`src/rtl/xif_mac_coproc.sv`:
```
// CORE-V-XIF responder: custom-0 MAC / RDHI / CLR against a private 64-bit accumulator.
// Build option XMAC_SAT_EN: MAC saturates on signed overflow instead of wrapping.
module xif_mac_coproc #(
    parameter int unsigned X_ID_WIDTH = 4,
    parameter int unsigned X_NUM_RS   = 2,
    parameter int unsigned DEPTH      = 4
) (
    input  logic                   clk_i,
    input  logic                   rst_ni,
    // compressed interface
    input  logic                   compressed_valid,
    output logic                   compressed_ready,
    input  logic [15:0]            compressed_req_instr,
    output logic [31:0]            compressed_resp_instr,
    output logic                   compressed_resp_accept,
    // issue interface
    input  logic                   issue_valid,
    output logic                   issue_ready,
    input  logic [31:0]            issue_req_instr,
    input  logic [X_ID_WIDTH-1:0]  issue_req_id,
    input  logic [X_NUM_RS*32-1:0] issue_req_rs,
    input  logic [X_NUM_RS-1:0]    issue_req_rs_valid,
    output logic                   issue_resp_accept,
    output logic                   issue_resp_writeback,
    output logic                   issue_resp_dualwrite,
    output logic [2:0]             issue_resp_dualread,
    output logic                   issue_resp_loadstore,
    output logic                   issue_resp_ecswrite,
    output logic                   issue_resp_exc,
    // commit interface
    input  logic                   commit_valid,
    input  logic [X_ID_WIDTH-1:0]  commit_id,
    input  logic                   commit_kill,
    // result interface
    output logic                   result_valid,
    input  logic                   result_ready,
    output logic [X_ID_WIDTH-1:0]  result_id,
    output logic [31:0]            result_data,
    output logic [4:0]             result_rd,
    output logic                   result_we,
    output logic [5:0]             result_ecsdata,
    output logic [2:0]             result_ecswe,
    output logic                   result_exc,
    output logic [5:0]             result_exccode,
    output logic                   result_err,
    output logic                   result_dbg
);

    localparam int unsigned AW = (DEPTH > 1) ? $clog2(DEPTH) : 1;
    localparam int unsigned PW = AW + 1;

    localparam logic [6:0] OPC_CUSTOM0 = 7'b0001011;
    localparam logic [2:0] F3_MAC      = 3'b000;
    localparam logic [2:0] F3_RDHI     = 3'b001;
    localparam logic [2:0] F3_CLR      = 3'b010;

    typedef enum logic {
        S_IDLE,
        S_RESP
    } state_e;

    typedef struct packed {
        logic [X_ID_WIDTH-1:0] id;
        logic [4:0]            rd;
        logic [2:0]            funct3;
        logic [31:0]           rs1;
        logic [31:0]           rs2;
    } entry_t;

    state_e                state_q, state_d;
    logic [PW-1:0]         head_q, head_d, tail_q, tail_d;
    logic [DEPTH-1:0]      valid_q, valid_d;
    logic [DEPTH-1:0]      committed_q, committed_d;
    entry_t                mem_q [DEPTH];
    logic [63:0]           acc_q, acc_d;
    logic [X_ID_WIDTH-1:0] res_id_q, res_id_d;
    logic [31:0]           res_data_q, res_data_d;
    logic [4:0]            res_rd_q, res_rd_d;
    logic                  res_we_q, res_we_d;

    logic [AW-1:0]         head_idx, tail_idx;
    logic [2:0]            issue_funct3;
    logic [4:0]            issue_rd;
    logic                  match, full;
    logic                  issue_fire, issue_commit_hit, issue_write;
    entry_t                head_e;
    logic                  head_ready, head_skip, pop;
    logic [63:0]           op_a, op_b, product, mac_sum, mac_result;
    logic [63:0]           exec_acc;
    logic [31:0]           exec_data;
    logic                  unused_inputs;

    // ------------------------------------------------------------------
    // Issue decode and handshake
    // ------------------------------------------------------------------
    assign issue_funct3 = issue_req_instr[14:12];
    assign issue_rd     = issue_req_instr[11:7];
    assign match        = (issue_req_instr[6:0] == OPC_CUSTOM0)
                       && (issue_req_instr[31:25] == 7'b0)
                       && ((issue_funct3 == F3_MAC) || (issue_funct3 == F3_RDHI)
                           || (issue_funct3 == F3_CLR));

    assign head_idx = head_q[AW-1:0];
    assign tail_idx = tail_q[AW-1:0];
    // Slots between head and tail stay allocated until the head walks past them,
    // so fullness is pointer distance rather than a popcount of valid bits.
    assign full     = ((tail_q - head_q) == PW'(DEPTH));

    assign issue_ready          = !full && (!match || (issue_req_rs_valid[1:0] == 2'b11));
    assign issue_resp_accept    = match;
    assign issue_resp_writeback = match && (issue_rd != 5'd0);
    assign issue_resp_dualwrite = 1'b0;
    assign issue_resp_dualread  = 3'b000;
    assign issue_resp_loadstore = 1'b0;
    assign issue_resp_ecswrite  = 1'b0;
    assign issue_resp_exc       = 1'b0;

    assign issue_fire       = issue_valid && issue_ready && match;
    assign issue_commit_hit = commit_valid && (commit_id == issue_req_id);
    assign issue_write      = issue_fire && !(issue_commit_hit && commit_kill);

    assign compressed_ready       = 1'b1;
    assign compressed_resp_accept = 1'b0;
    assign compressed_resp_instr  = 32'b0;

    assign unused_inputs = ^{compressed_valid, compressed_req_instr, issue_req_instr[24:15]};

    // ------------------------------------------------------------------
    // Execute datapath on the head entry
    // ------------------------------------------------------------------
    assign head_e     = mem_q[head_idx];
    assign head_ready = valid_q[head_idx] && committed_q[head_idx];
    assign head_skip  = (head_q != tail_q) && !valid_q[head_idx];

    // Low 64 bits of the sign-extended product equal the exact 32x32 signed product.
    assign op_a    = {{32{head_e.rs1[31]}}, head_e.rs1};
    assign op_b    = {{32{head_e.rs2[31]}}, head_e.rs2};
    assign product = op_a * op_b;
    assign mac_sum = acc_q + product;

`ifdef XMAC_SAT_EN
    logic mac_ovf;
    assign mac_ovf    = (acc_q[63] == product[63]) && (mac_sum[63] != acc_q[63]);
    assign mac_result = !mac_ovf ? mac_sum
                      : (acc_q[63] ? 64'h8000_0000_0000_0000 : 64'h7FFF_FFFF_FFFF_FFFF);
`else
    assign mac_result = mac_sum;
`endif

    always_comb begin
        exec_acc  = acc_q;
        exec_data = acc_q[31:0];
        case (head_e.funct3)
            F3_MAC: begin
                exec_acc  = mac_result;
                exec_data = mac_result[31:0];
            end
            F3_RDHI: exec_data = acc_q[63:32];
            default: exec_acc  = 64'b0;
        endcase
    end

    // ------------------------------------------------------------------
    // Result FSM
    // ------------------------------------------------------------------
    always_comb begin
        state_d = state_q;
        pop     = 1'b0;
        case (state_q)
            S_IDLE: begin
                if (head_ready) begin
                    pop     = 1'b1;
                    state_d = S_RESP;
                end
            end
            S_RESP: begin
                if (result_ready) begin
                    if (head_ready) pop     = 1'b1;
                    else            state_d = S_IDLE;
                end
            end
            default: state_d = S_IDLE;
        endcase
    end

    always_comb begin
        acc_d      = acc_q;
        res_id_d   = res_id_q;
        res_data_d = res_data_q;
        res_rd_d   = res_rd_q;
        res_we_d   = res_we_q;
        if (pop) begin
            acc_d      = exec_acc;
            res_id_d   = head_e.id;
            res_data_d = exec_data;
            res_rd_d   = head_e.rd;
            res_we_d   = (head_e.rd != 5'd0);
        end
    end

    // ------------------------------------------------------------------
    // Buffer bookkeeping: commit/kill search, allocate, pop, skip
    // ------------------------------------------------------------------
    always_comb begin
        valid_d     = valid_q;
        committed_d = committed_q;
        head_d      = head_q;
        tail_d      = tail_q;
        if (commit_valid) begin
            for (int i = 0; i < int'(DEPTH); i++) begin
                if (valid_q[i] && (mem_q[i].id == commit_id)) begin
                    if (commit_kill) valid_d[i]     = 1'b0;
                    else             committed_d[i] = 1'b1;
                end
            end
        end
        if (issue_write) begin
            valid_d[tail_idx]     = 1'b1;
            committed_d[tail_idx] = issue_commit_hit;
            tail_d                = tail_q + PW'(1);
        end
        // Pop last so a stray commit/kill aimed at the departing entry has no effect.
        if (pop) begin
            valid_d[head_idx] = 1'b0;
            head_d            = head_q + PW'(1);
        end else if (head_skip) begin
            head_d = head_q + PW'(1);
        end
    end

    // NOTE: the payload RAM carries no reset; valid_q alone marks live slots,
    // which keeps the storage free of reset fan-out.
    always_ff @(posedge clk_i) begin
        if (issue_write) begin
            mem_q[tail_idx] <= '{id:     issue_req_id,
                                 rd:     issue_rd,
                                 funct3: issue_funct3,
                                 rs1:    issue_req_rs[31:0],
                                 rs2:    issue_req_rs[63:32]};
        end
    end

    always_ff @(posedge clk_i or negedge rst_ni) begin
        if (!rst_ni) begin
            state_q     <= S_IDLE;
            head_q      <= '0;
            tail_q      <= '0;
            valid_q     <= '0;
            committed_q <= '0;
            acc_q       <= '0;
            res_id_q    <= '0;
            res_data_q  <= '0;
            res_rd_q    <= '0;
            res_we_q    <= 1'b0;
        end else begin
            state_q     <= state_d;
            head_q      <= head_d;
            tail_q      <= tail_d;
            valid_q     <= valid_d;
            committed_q <= committed_d;
            acc_q       <= acc_d;
            res_id_q    <= res_id_d;
            res_data_q  <= res_data_d;
            res_rd_q    <= res_rd_d;
            res_we_q    <= res_we_d;
        end
    end

    assign result_valid   = (state_q == S_RESP);
    assign result_id      = res_id_q;
    assign result_data    = res_data_q;
    assign result_rd      = res_rd_q;
    assign result_we      = res_we_q;
    assign result_ecsdata = 6'b0;
    assign result_ecswe   = 3'b0;
    assign result_exc     = 1'b0;
    assign result_exccode = 6'b0;
    assign result_err     = 1'b0;
    assign result_dbg     = 1'b0;

endmodule
```
`config.mk`:
```
export PLATFORM = sky130hd
export DESIGN_NAME = xif_mac_coproc
export DESIGN_NICKNAME = d
export VERILOG_FILES = /design/src/rtl/xif_mac_coproc.sv
export SDC_FILE = /design/constraint.sdc
export NUM_CORES = 2
export LEC_CHECK = 0
export ABC_AREA = 1
export ABC_CLOCK_PERIOD_IN_PS = 9830
export BUFFER_PORTS_ARGS = -buffer_cell sky130_fd_sc_hd__buf_2
export CAP_MARGIN = 20
export CORE_MARGIN = 2
export CORE_UTILIZATION = 30
export DETAILED_ROUTE_END_ITERATION = 16
export HOLD_SLACK_MARGIN = 0.1
export PLACE_DENSITY = 0.53
export SYNTH_ARGS = -nofsm -noshare
export SYNTH_HDL_FRONTEND = slang
export SYNTH_SLANG_ARGS = --single-unit
```
`constraint.sdc`:
```
create_clock -name clk_i -period 9.83 [get_ports clk_i]
set_input_delay 0.4915 -clock clk_i [delete_from_list [all_inputs] [get_ports clk_i]]
set_output_delay 0.4915 -clock clk_i [all_outputs]
set_load 0.01 [all_outputs]
```
==> impl_summary.md <==
Floorplanning
The number of rows in the core area is ~160. The total die area is 200000 sq um. The placeable core area is 195000 sq um. For this configuration, the core starts out at a cell density of 30.2%.

The horizontal extent of the die is 447 microns. The chip height is around 450 microns. The number of ports placed on the die boundary is between 200 and 250.

Timing
The worst path uses a little over 90% of the clock period. The worst-case headroom to the max-slew limit is 28.9%. On the final layout, the worst clock skew is between 0.05 and 0.06 ns. The maximum frequency from static timing analysis is 0.110 GHz. Setup repair after global routing left no endpoint under its margin. Setup violations remaining at the end of the flow were counted as 0.

The slew at the pin closest to its max-slew limit is between 1 and 1.5 ns. The post-route setup TNS is 0 ns. The count of final hold-check violations came to 0. The post-layout minimum cycle time is 9.07 ns.

After layout, the worst setup slack is approximately 0.76 ns. The max-slew violation total from the final report was 0.

Route
The routed wire length per instance is 20.6 microns. The count of unresolved DRC violations after routing is 0. The detail route stage leaves a number of antenna-violating nets equal to 0. In this run, the number of DRC markers left after iteration 0 of detailed routing was 3188. The number of optimization iterations in the first detailed-route pass is 6. The total detailed-routing wirelength is 189000 microns. Dividing the detail-routed via count by the number of cells gives roughly 4.7. The count of vias placed by the detailed router is 43252.

Yosys
Yosys attributes the largest share of cell area to sky130_fd_sc_hd__fa_1 41%, sky130_fd_sc_hd__edfxtp_1 16%, sky130_fd_sc_hd__inv_1 9.3%. The most used flip-flop cell after synthesis is sky130_fd_sc_hd__edfxtp_1. The fraction of post-synthesis cell area in the top cell type by area is 41.2%. The share of the Yosys chip area taken by registers is 20.7%. The synthesized flop and latch total is 425. For this run, the number of Yosys warnings is 0. Dividing the synthesized area by the synthesized cell count gives 9.27 sq um. The largest total area in the synthesized netlist belongs to sky130_fd_sc_hd__fa_1. The leading cell type by number of instances after synthesis is sky130_fd_sc_hd__inv_1. In the synthesized netlist the async set-or-reset flop fraction comes to 28.5%. The synthesized netlist occupies a cell area of between 50000 and 60000 sq um. Counting instances in the post-synthesis netlist gives the leading cell types as 1450 x sky130_fd_sc_hd__inv_1, 1340 x sky130_fd_sc_hd__nand2_1, 1210 x sky130_fd_sc_hd__fa_1, 631 x sky130_fd_sc_hd__nor2_1, 304 x sky130_fd_sc_hd__edfxtp_1. Synthesis produced a netlist whose cell count is 6342. The number of distinct library cells after synthesis is 52.

Counting flops with a built-in enable in the synthesized netlist gives 304.

Finish
The area growth from synthesis to layout is 11.0%. The total number of nets in the final design is between 8000 and 9000. The number of fill cells is 20159. The final instance area is 65300 sq um. The proportion of layout cells with a drive suffix above 1 is 8.15%.

Worst setup path
The cell with the most instances on the worst path is sky130_fd_sc_hd__fa_1. For this run, the slowest stage of the critical path takes between 0.6 and 0.7 ns. The critical path starts at head_q[0]. The cell at the slowest stage of the critical path is sky130_fd_sc_hd__inv_1. The setup check on the worst reg-to-reg path leaves a slack of 0.76 ns. For the worst setup path, the data arrival time is 9.61 ns. The worst reg2reg path startpoint is head_q[0]. STA classifies the critical path startpoint as a register.

The top fanout value on the critical path is 53. STA classifies the critical path endpoint as a register. The depth of the worst register-to-register path is 29. The critical setup path kind is register to register. In this run the critical register-to-register path is captured at acc_q[63]. STA puts the critical path data required time at 10.37 ns.

Worst hold path
The worst hold path terminates at mem_q[2][66]. The type of the most critical hold path is primary input to register. The origin of the worst min-delay path is issue_req_instr[14]. The cell count of the worst hold path is 1.

Global routing
The number of global-route vias before repair is roughly 45000. The first-pass GRT wire length is 286000 microns. The total global routing overflow is 0.

The initial antenna violation count is 4. The largest net degree at the start of global routing is 140. For this run, the total global-route usage over all layers was measured as 19.2%.

Clocking
The later pin in the worst-skew pair is clocked with a latency of 0.67 ns. Counting the buffers created by CTS gives 46. The setup fix buffers added after clock tree synthesis is 0. In this run the deepest clock path goes through 3 buffers. The number of clock sinks is 425. The clock slew at the register clock pins of the worst setup and hold paths is roughly 0.06 ns.

The tree is rooted in a sky130_fd_sc_hd__clkbuf_16. TritonCTS built the clock tree. In this run the number of H-tree levels came out at 2.

Placement
Input and output buffers added on the ports amount to 147. The setup slack after placement is 0.667 ns. The total half-perimeter wirelength after legalization and detailed placement is 158000 microns. At the end of routability-driven placement, the weighted congestion stood at 0.936. The placed instances occupy a cell area of around 63000 sq um.

Run status
The flow ran to the end, and the final reports show no timing, DRC or antenna violations.

Job
The count of max-cap constraint violations is 0.
[flip-flops by register name, summed over array words and instances, names as in the netlist]
| register | count |
|---|---|
| mem_q | 304 |
| acc_q | 64 |
| result_data | 32 |
| result_rd | 5 |
| committed_q | 4 |
| result_id | 4 |
| valid_q | 4 |
| head_q | 3 |
| tail_q | 3 |
| result_valid | 1 |
| result_we | 1 |
[layout by cell type (no fill, tap or decap), types with 74 or more instances in the layout]
cell type,netlist,routed
sky130_fd_sc_hd__dfrtp_1,121,120
sky130_fd_sc_hd__o21ai_0,106,106
sky130_fd_sc_hd__buf_2,168,146
sky130_fd_sc_hd__fa_1,1210,1210
sky130_fd_sc_hd__nor2_1,631,626
sky130_fd_sc_hd__nand3_1,114,114
sky130_fd_sc_hd__a21oi_1,186,186
sky130_fd_sc_hd__edfxtp_1,304,304
sky130_fd_sc_hd__dlygate4sd3_1,0,74
sky130_fd_sc_hd__inv_1,1450,1449
sky130_fd_sc_hd__ha_1,228,228
sky130_fd_sc_hd__buf_4,79,159
sky130_fd_sc_hd__nand2_1,1340,1340
[critical path, delay by kind of cell, from the launching register on]
kind            cells  cell delay [ns]
compound gates      1             0.41
simple gates       11             1.73
flops               1             0.50
fa+ha+maj           9             4.32
buf+inv             8             1.99
[stage by stage]
step / std cells / hold WS, ns / util (%)
final: 9205 / 0.169 / 33.5
after detailed placement: 9044 / 0.466 / 32.3
after floorplan: 6399 / 0.196 / -
after global placement: 9044 / 0.463 / 32.3
after global routing: 9204 / 0.156 / 33.5
after CTS: 9203 / 0.121 / 33.5
[cell type report]
cell class                 count  area, sq um  area share, %
antenna                        2         5.00        0.00767
clock buffer                  55         1180           1.82
clock inverter                30          343          0.525
inverter                    1500         5640           8.64
multi-input combinational   4173        39600           60.8
sequential                   425        12200           18.6
tap                         2624         3280           5.03
timing repair buffer         396         3000           4.59
[how the worst max path moves through the flow]
stage	to
floorplan	acc_q[63]
global placement	acc_q[63]
detailed placement	acc_q[63]
CTS	acc_q[63]
global route	acc_q[48]
finish	acc_q[63]
[routing by layer]
layer / up-vias / GRT usage [%] / share of wire [%]
met1: 22580 / 25.0 / 41
li1: 19075 / - / -
met3: 261 / 2.64 / 6.0
met4: 4 / 6.76 / 4.0
met2: 1332 / 32.7 / 49
met5: - / 0 / 0.012
[timing repair]
item / in CTS / in global routing
endpoints found under the hold margin: 365 / 0
hold buffers: 74 / 0
gates resized for setup: 0 / 0
setup endpoints to repair: 0 / 0
[cell families after synthesis]
family / Yosys count / share of synthesized area, %
and+or+nand+nor: 2177 / 14.6
DFF: 425 / 20.7
AOI/OAI and AO/OA: 464 / 5.49
adders and majority gates: 1438 / 46.1
buffers and inverters: 1801 / 12.6
xor gates and xnor gates: 35 / 0.521
other: 2 / 0.0128
Power is left out: the tool's default activity adds up to more than one toggle a clock period on the data nets, which glitch-free logic cannot reach.
